### config.mk
export PLATFORM = sky130hd
export DESIGN_NAME = balance_update_ctrl
export DESIGN_NICKNAME = d
export VERILOG_FILES = /design/src/rtl/balance_pkg.sv /design/src/rtl/bin2bcd_seq.sv /design/src/rtl/balance_update_ctrl.sv
export SDC_FILE = /design/constraint.sdc
export NUM_CORES = 1
export LEC_CHECK = 0
export ABC_AREA = 1
export BUFFER_PORTS_ARGS = -buffer_cell sky130_fd_sc_hd__buf_2
export CAP_MARGIN = 20
export CORE_UTILIZATION = 42
export CTS_CLUSTER_SIZE = 16
export DETAILED_ROUTE_END_ITERATION = 8
export MAX_ROUTING_LAYER = met4
export PLACE_DENSITY = 0.56
export SKIP_CTS_REPAIR_TIMING = 1
export SYNTH_ARGS = -nofsm -noshare
export SYNTH_HDL_FRONTEND = slang
export SYNTH_HIERARCHICAL = 1
export SYNTH_SLANG_ARGS = --single-unit
### constraint.sdc
create_clock -name clk -period 3.53 [get_ports clk]
set_input_delay 0.706 -clock clk [delete_from_list [all_inputs] [get_ports clk]]
set_output_delay 0.706 -clock clk [all_outputs]
set_load 0.02 [all_outputs]
### src/rtl/balance_pkg.sv
// Shared types and constants for the balance update controller.
// Imported by the controller and its BCD converter.
package balance_pkg;
  localparam int MAX_BAL_DEF = 999999;
  localparam int BCD_DIGITS  = 6;
  localparam int BCD_W       = 4 * BCD_DIGITS;

  typedef enum logic [1:0] {
    IDLE,
    APPLY,
    CONVERT,
    DONE
  } state_t;

  typedef enum logic {
    CREDIT,
    DEBIT
  } req_t;
endpackage

### src/rtl/bin2bcd_seq.sv
// Sequential shift-add-3 binary to BCD converter, one bit per cycle.
// done is high during the cycle whose edge performs the final shift.
module bin2bcd_seq
  import balance_pkg::*;
#(
  parameter int BITS = 20
) (
  input  logic              clk,
  input  logic              rst,
  input  logic              start,
  input  logic [BITS-1:0]   bin,
  output logic              done,
  output logic [BCD_W-1:0]  bcd
);
  localparam int SW = BCD_W + BITS;
  localparam int CW = $clog2(BITS + 1);

  logic [SW-1:0] sr_q;
  logic [CW-1:0] cnt_q;

  function automatic logic [SW-1:0] step(input logic [SW-1:0] s);
    logic [SW-1:0] t;
    t = s;
    for (int d = 0; d < BCD_DIGITS; d++) begin
      if (t[BITS+4*d +: 4] >= 4'd5)
        t[BITS+4*d +: 4] = t[BITS+4*d +: 4] + 4'd3;
    end
    return {t[SW-2:0], 1'b0};
  endfunction

  always_ff @(posedge clk) begin
    if (rst) begin
      sr_q  <= '0;
      cnt_q <= '0;
    end else if (start) begin
      sr_q  <= {{BCD_W{1'b0}}, bin};
      cnt_q <= CW'(BITS);
    end else if (cnt_q != '0) begin
      sr_q  <= step(sr_q);
      cnt_q <= cnt_q - 1'b1;
    end
  end

  assign done = (cnt_q == CW'(1));
  assign bcd  = sr_q[SW-1 -: BCD_W];
endmodule

### src/rtl/balance_update_ctrl.sv
// Credit/debit balance controller with round-robin request arbitration,
// saturating credits, checked debits and a BCD mirror of the balance.
module balance_update_ctrl
  import balance_pkg::*;
#(
  parameter int MAX_BAL   = MAX_BAL_DEF,
  parameter int CONV_BITS = 20
) (
  input  logic              clk,
  input  logic              rst,
  input  logic              credit_valid,
  input  logic [31:0]       credit_amt,
  output logic              credit_ready,
  input  logic              debit_valid,
  input  logic [31:0]       debit_amt,
  output logic              debit_ready,
  output logic              debit_ok,
  output logic              debit_fail,
  output logic [31:0]       balance,
  output logic [BCD_W-1:0]  bcd,
  output logic              bcd_valid,
  output logic              busy
);
  localparam logic [32:0] CEIL = 33'(MAX_BAL);

  state_t state_q, state_n;
  req_t   op_q, pref_q;

  logic [31:0]      amt_q, bal_q, nxt_bal;
  logic [32:0]      sum;
  logic [BCD_W-1:0] bcd_q, conv_bcd;
  logic             ok_q, fail_q;
  logic             idle, cr_gnt, db_gnt, xfer;
  logic             short_funds, conv_start, conv_done;

  assign idle   = (state_q == IDLE);
  assign cr_gnt = credit_valid &&
                  (!debit_valid || pref_q == CREDIT);
  assign db_gnt = debit_valid && !cr_gnt;

  assign credit_ready = idle && cr_gnt;
  assign debit_ready  = idle && db_gnt;
  assign xfer         = credit_ready || debit_ready;

  // 33-bit sum so a large credit saturates instead of wrapping
  assign sum         = {1'b0, bal_q} + {1'b0, amt_q};
  assign short_funds = (op_q == DEBIT) && (amt_q > bal_q);
  assign conv_start  = (state_q == APPLY) && !short_funds;

  always_comb begin
    nxt_bal = bal_q - amt_q;
    if (op_q == CREDIT)
      nxt_bal = (sum > CEIL) ? CEIL[31:0] : sum[31:0];
  end

  always_comb begin
    state_n = state_q;
    unique case (state_q)
      IDLE:    if (xfer) state_n = APPLY;
      APPLY:   state_n = short_funds ? IDLE : CONVERT;
      CONVERT: if (conv_done) state_n = DONE;
      DONE:    state_n = IDLE;
      default: state_n = IDLE;
    endcase
  end

  always_ff @(posedge clk) begin
    if (rst) begin
      state_q <= IDLE;
      op_q    <= CREDIT;
      pref_q  <= CREDIT;
      amt_q   <= '0;
      bal_q   <= '0;
      bcd_q   <= '0;
      ok_q    <= 1'b0;
      fail_q  <= 1'b0;
    end else begin
      state_q <= state_n;
      ok_q    <= 1'b0;
      fail_q  <= 1'b0;
      if (xfer) begin
        op_q   <= credit_ready ? CREDIT : DEBIT;
        amt_q  <= credit_ready ? credit_amt : debit_amt;
        pref_q <= credit_ready ? DEBIT : CREDIT;
      end
      if (state_q == APPLY) begin
        if (short_funds) begin
          fail_q <= 1'b1;
        end else begin
          bal_q <= nxt_bal;
          ok_q  <= (op_q == DEBIT);
        end
      end
      if (state_q == DONE)
        bcd_q <= conv_bcd;
    end
  end

  // Converter is loaded with the post-update value at the APPLY edge
  bin2bcd_seq #(
    .BITS (CONV_BITS)
  ) u_conv (
    .clk   (clk),
    .rst   (rst),
    .start (conv_start),
    .bin   (nxt_bal[CONV_BITS-1:0]),
    .done  (conv_done),
    .bcd   (conv_bcd)
  );

  // A rejected debit leaves the displayed digits valid
  always_comb begin
    bcd_valid = 1'b1;
    unique case (state_q)
      IDLE:    bcd_valid = 1'b1;
      APPLY:   bcd_valid = short_funds;
      CONVERT: bcd_valid = 1'b0;
      DONE:    bcd_valid = 1'b1;
      default: bcd_valid = 1'b1;
    endcase
  end

  assign bcd        = (state_q == DONE) ? conv_bcd : bcd_q;
  assign balance    = bal_q;
  assign debit_ok   = ok_q;
  assign debit_fail = fail_q;
  assign busy       = !idle;
endmodule

==> metrics.md <==
| Metric | Value |
|---|---|
| Outcome | finished clean |
| Setup tns final | 0 ns |
| Post-synthesis sequential area ratio | 0.2442 |
| Commonest non-fill, non-tap cell in the layout | nand2_1 |
| Largest net degree at the start of global routing | 65 |
| Adder-Cell Fraction of Synth Area | 0.09201 |
| Post-synthesis cell count | 1925 |
| Peak supply drop | 450.6 uV |
| Worst setup path endpoint | bcd_valid |
| Final net count | 2184 |
| Detailed Place HPWL | 31050 um |
| Insertion delay to the later sink of the worst-skew pair | 0.44 ns |
| Top post-synthesis cells by area | dfxtp_1 (24%), nand2_1 (20%), ha_1 (8.9%) |
| Crit start category | flip-flop |
| Synth warn | 6 |
| GP Congestion | 0.9884 |
| Tot GR Track Use | 0.2858 |
| Critical path's slowest cell | dfxtp_2 |
| Main combinational cell family by area after synthesis | simple AND/OR/NAND/NOR gates |
| HP Class | flip-flop to flip-flop |
| Reg2Reg Capture Point | u_conv/sr_q[7]$_SDFFE_PP0P_ |
| Clock net sink count | 143 |
| Grt met3 use | 0.03647 |
| Unrepaired setup endpoints after global routing | true |
| Routed Antenna Nets | 0 |
| Max cap viols | 0 |
| Vias in the first global route | 11142 |
| Detailed-route DRC error count | 0 |
| CP delay by family, top | simple AND/OR/NAND/NOR gates |
| Avg Cell Area, Syn | 6.090 um^2 |
| TritonRoute pass-1 iters | 5 |
| First-pass GRT wire length | 61210 um |
| LEAKAGE | 7.132 nW |
| DIE WIDTH | 169.1 um |
| Total power | 12.27 mW |
| Critical Path Stages | 16 |
| Synthesized area | 11720 um^2 |
| Clock-pin slew of the registers on the worst-case setup and hold paths | 0.06 ns |
| CP max FO | 4 |
| Std cell rows | 60 |
| Dpl cells | 2378 |
| Clock Tree Root | clkbuf_16 |
| CTS HTree Levels | 4 |
| Post-Synth XOR/XNOR Area | 0.005977 |
| Compound-Gate Fraction of Synth Area | 0.1452 |
| Period Utilization, post-route | 0.9820 |
| Least-Margin Pin Slew | 0.7837 ns |
| Cell area power density | 916.4 nW/um^2 |
| Max transition margin | 0.4770 |
| WP data arrival | 2.76 ns |
| Multi-input logic area | 7396 um^2 |
| Routed WL | 39220 um |
| Core ar. | 27180 um^2 |
| Synth top area share | 0.2442 |
| Crit. End Element | output port |
| Fin cells | 2416 |
| Met1 GRT Util | 0.3887 |
| CTS tree | built |
| Crit Path Class | flip-flop to output port |
| Fmax | 0.2885 GHz |
| Starting DRT DRC Count | 943 |
| FF+latch area | 2865 um^2 |
| Layout cells sized above 1 | 0.1600 |
| Reg2Reg Setup Slack | 0.25 ns |
| Mux cell area share after synthesis | 0.0008539 |
| Post-Syn Nets | 2078 |
| CP Launch Point | balance[0]$_SDFFE_PP0P_ |
| Port buffer count | 129 |
| # setup viols final | 0 |
| Unique masters post-synth | 54 |
| Area grow syn2layout | 14.17% |
| Simple-gate share of the synthesized area | 0.3778 |
| CP Data Required Time | 2.82 ns |
| Clock buffer depth | 2 |
| Most used routing layer | met2 |
| RR Startpoint | amt_q[12]$_SDFFE_PP0P_ |
| Final Max Slew Viols | 0 |
| WP buf/inv | 3 |
| Met2 usage | 0.4448 |
| Critical-path cell list | inv_1 -> ha_2 -> fa_2 -> inv_2 -> nand2_2 -> o21ai_2 -> nand2_1 -> o211ai_2 -> nand2_1 -> nand2_2 -> nand2_1 -> nand2_2 -> nand4_1 -> nand3_2 -> mux2i_4 -> buf_4 |
| Drt wl/cell | 16.23 um |
| # fillers | 2909 |
| Post-layout minimum cycle time | 3.467 ns |
| Initial Util | 0.4314 |
| Largest area contributor in the netlist | dfxtp_1 |
| Vias after detailed routing | 12268 |
| Most frequent cells in the layout | nand2_1 (615), inv_1 (231), nor2_1 (200), dfxtp_1 (141), a21oi_1 (138) |
| Final hold viol count | 0 |
| CTS Buf Count | 17 |
| Final clock skew | 0.01247 ns |
| Diode count | 0 |
| Chip height | 169.1 um |
| Initial antenna violation count | 0 |
| Number of synthesized register bits | 143 |
| I/O pin count | 130 |
| Reg2reg path depth | 21 |
| GRT overflow | 0 |
| Slowest stage delay, CP | 0.35 ns |
| Die ar. | 28580 um^2 |
| Vias/cell | 5.078 |
final cells by class:
cell class / instances / share of cell area
multi-input combinational: 1430 / 0.5526
clock buffer: 19 / 0.03309
clock inverter: 13 / 0.01131
timing repair buffer: 186 / 0.08255
sequential: 143 / 0.2141
tap: 372 / 0.03478
inverter: 253 / 0.07161
report_power, final:
part	switching, mW	internal (mW)	total, mW	leakage (nW)
clock	0.778	1.07	1.85	0.289
combinational	5.41	2.62	8.03	5.67
sequential	0.350	2.04	2.39	1.17
registers in the layout, indices dropped and copies added (netlist names), named ones only:
name,cells
u_conv/sr_q,44
amt_q,32
balance,32
bcd_q,24
u_conv/cnt_q,5
debit_fail,1
debit_ok,1
op_q,1
pref_q,1
state_q,1
worst min path at each step:
| stage | from | end | cells past startpoint |
|---|---|---|---|
| floorplan | u_conv/sr_q[11]$_SDFFE_PP0P_ | u_conv/sr_q[11]$_SDFFE_PP0P_ | 2 |
| global placement | u_conv/sr_q[12]$_SDFFE_PP0P_ | u_conv/sr_q[12]$_SDFFE_PP0P_ | 2 |
| detailed placement | u_conv/sr_q[6]$_SDFFE_PP0P_ | u_conv/sr_q[6]$_SDFFE_PP0P_ | 2 |
| CTS | u_conv/sr_q[6]$_SDFFE_PP0P_ | u_conv/sr_q[6]$_SDFFE_PP0P_ | 2 |
| global route | u_conv/sr_q[13]$_SDFFE_PP0P_ | u_conv/sr_q[13]$_SDFFE_PP0P_ | 2 |
| finish | u_conv/sr_q[6]$_SDFFE_PP0P_ | u_conv/sr_q[6]$_SDFFE_PP0P_ | 2 |
routing by layer:
metal  vias up  share of wire
met4         0          0.018
met2       371           0.44
met1      5531           0.49
li1       6324              -
met3        42          0.052
met5         -              0
tightest hold or removal path, delay by kind of cell (launching register included):
kind / cells / cell delay [ns]
simple gates: 2 / 0.10
flops: 1 / 0.31
cells in the mapped netlist (all sizes together):
cell type	n
nor4	3
nand4	14
o221ai	6
buf	69
or2	2
inv	250
fa	2
and3	1
o211ai	2
dfxtp	143
a21boi	2
ha	83
nor3	11
o22ai	4
xor2	7
o21bai	10
clkinv	3
mux2i	1
xnor2	1
nand2	638
a21o	7
a221oi	21
and2	1
a211oi	1
nor2	223
a31oi	15
nand3	142
nand3b	4
o21a	3
a21oi	142
o31ai	3
clkbuf	30
o21ai	81
metrics by stage:
stage / setup WS (ns) / utilization / area [um^2] / hold slack [ns]
2_1_floorplan: 0.4963 / - / 11720 / 0.4263
3_3_place_gp: 0.1693 / 0.4652 / 12640 / 0.4395
3_5_place_dp: 0.08711 / 0.4652 / 12640 / 0.4420
4_1_cts: -0.1794 / 0.4871 / 13240 / 0.4555
5_1_grt: -0.1021 / 0.4925 / 13380 / 0.4663
6_report: 0.06339 / 0.4925 / 13380 / 0.4532
cell families (layout without fill, tap and decap cells):
family / after synthesis / after routing
and+or+nand+nor: 1039 / 1039
buffers and inverters: 352 / 471
AOI/OAI and AO/OA: 297 / 297
DFF: 143 / 143
adders and majority gates: 85 / 85
xor gates and xnor gates: 8 / 8
muxes: 1 / 1
Note: power is estimated with default switching activity, not from simulation.
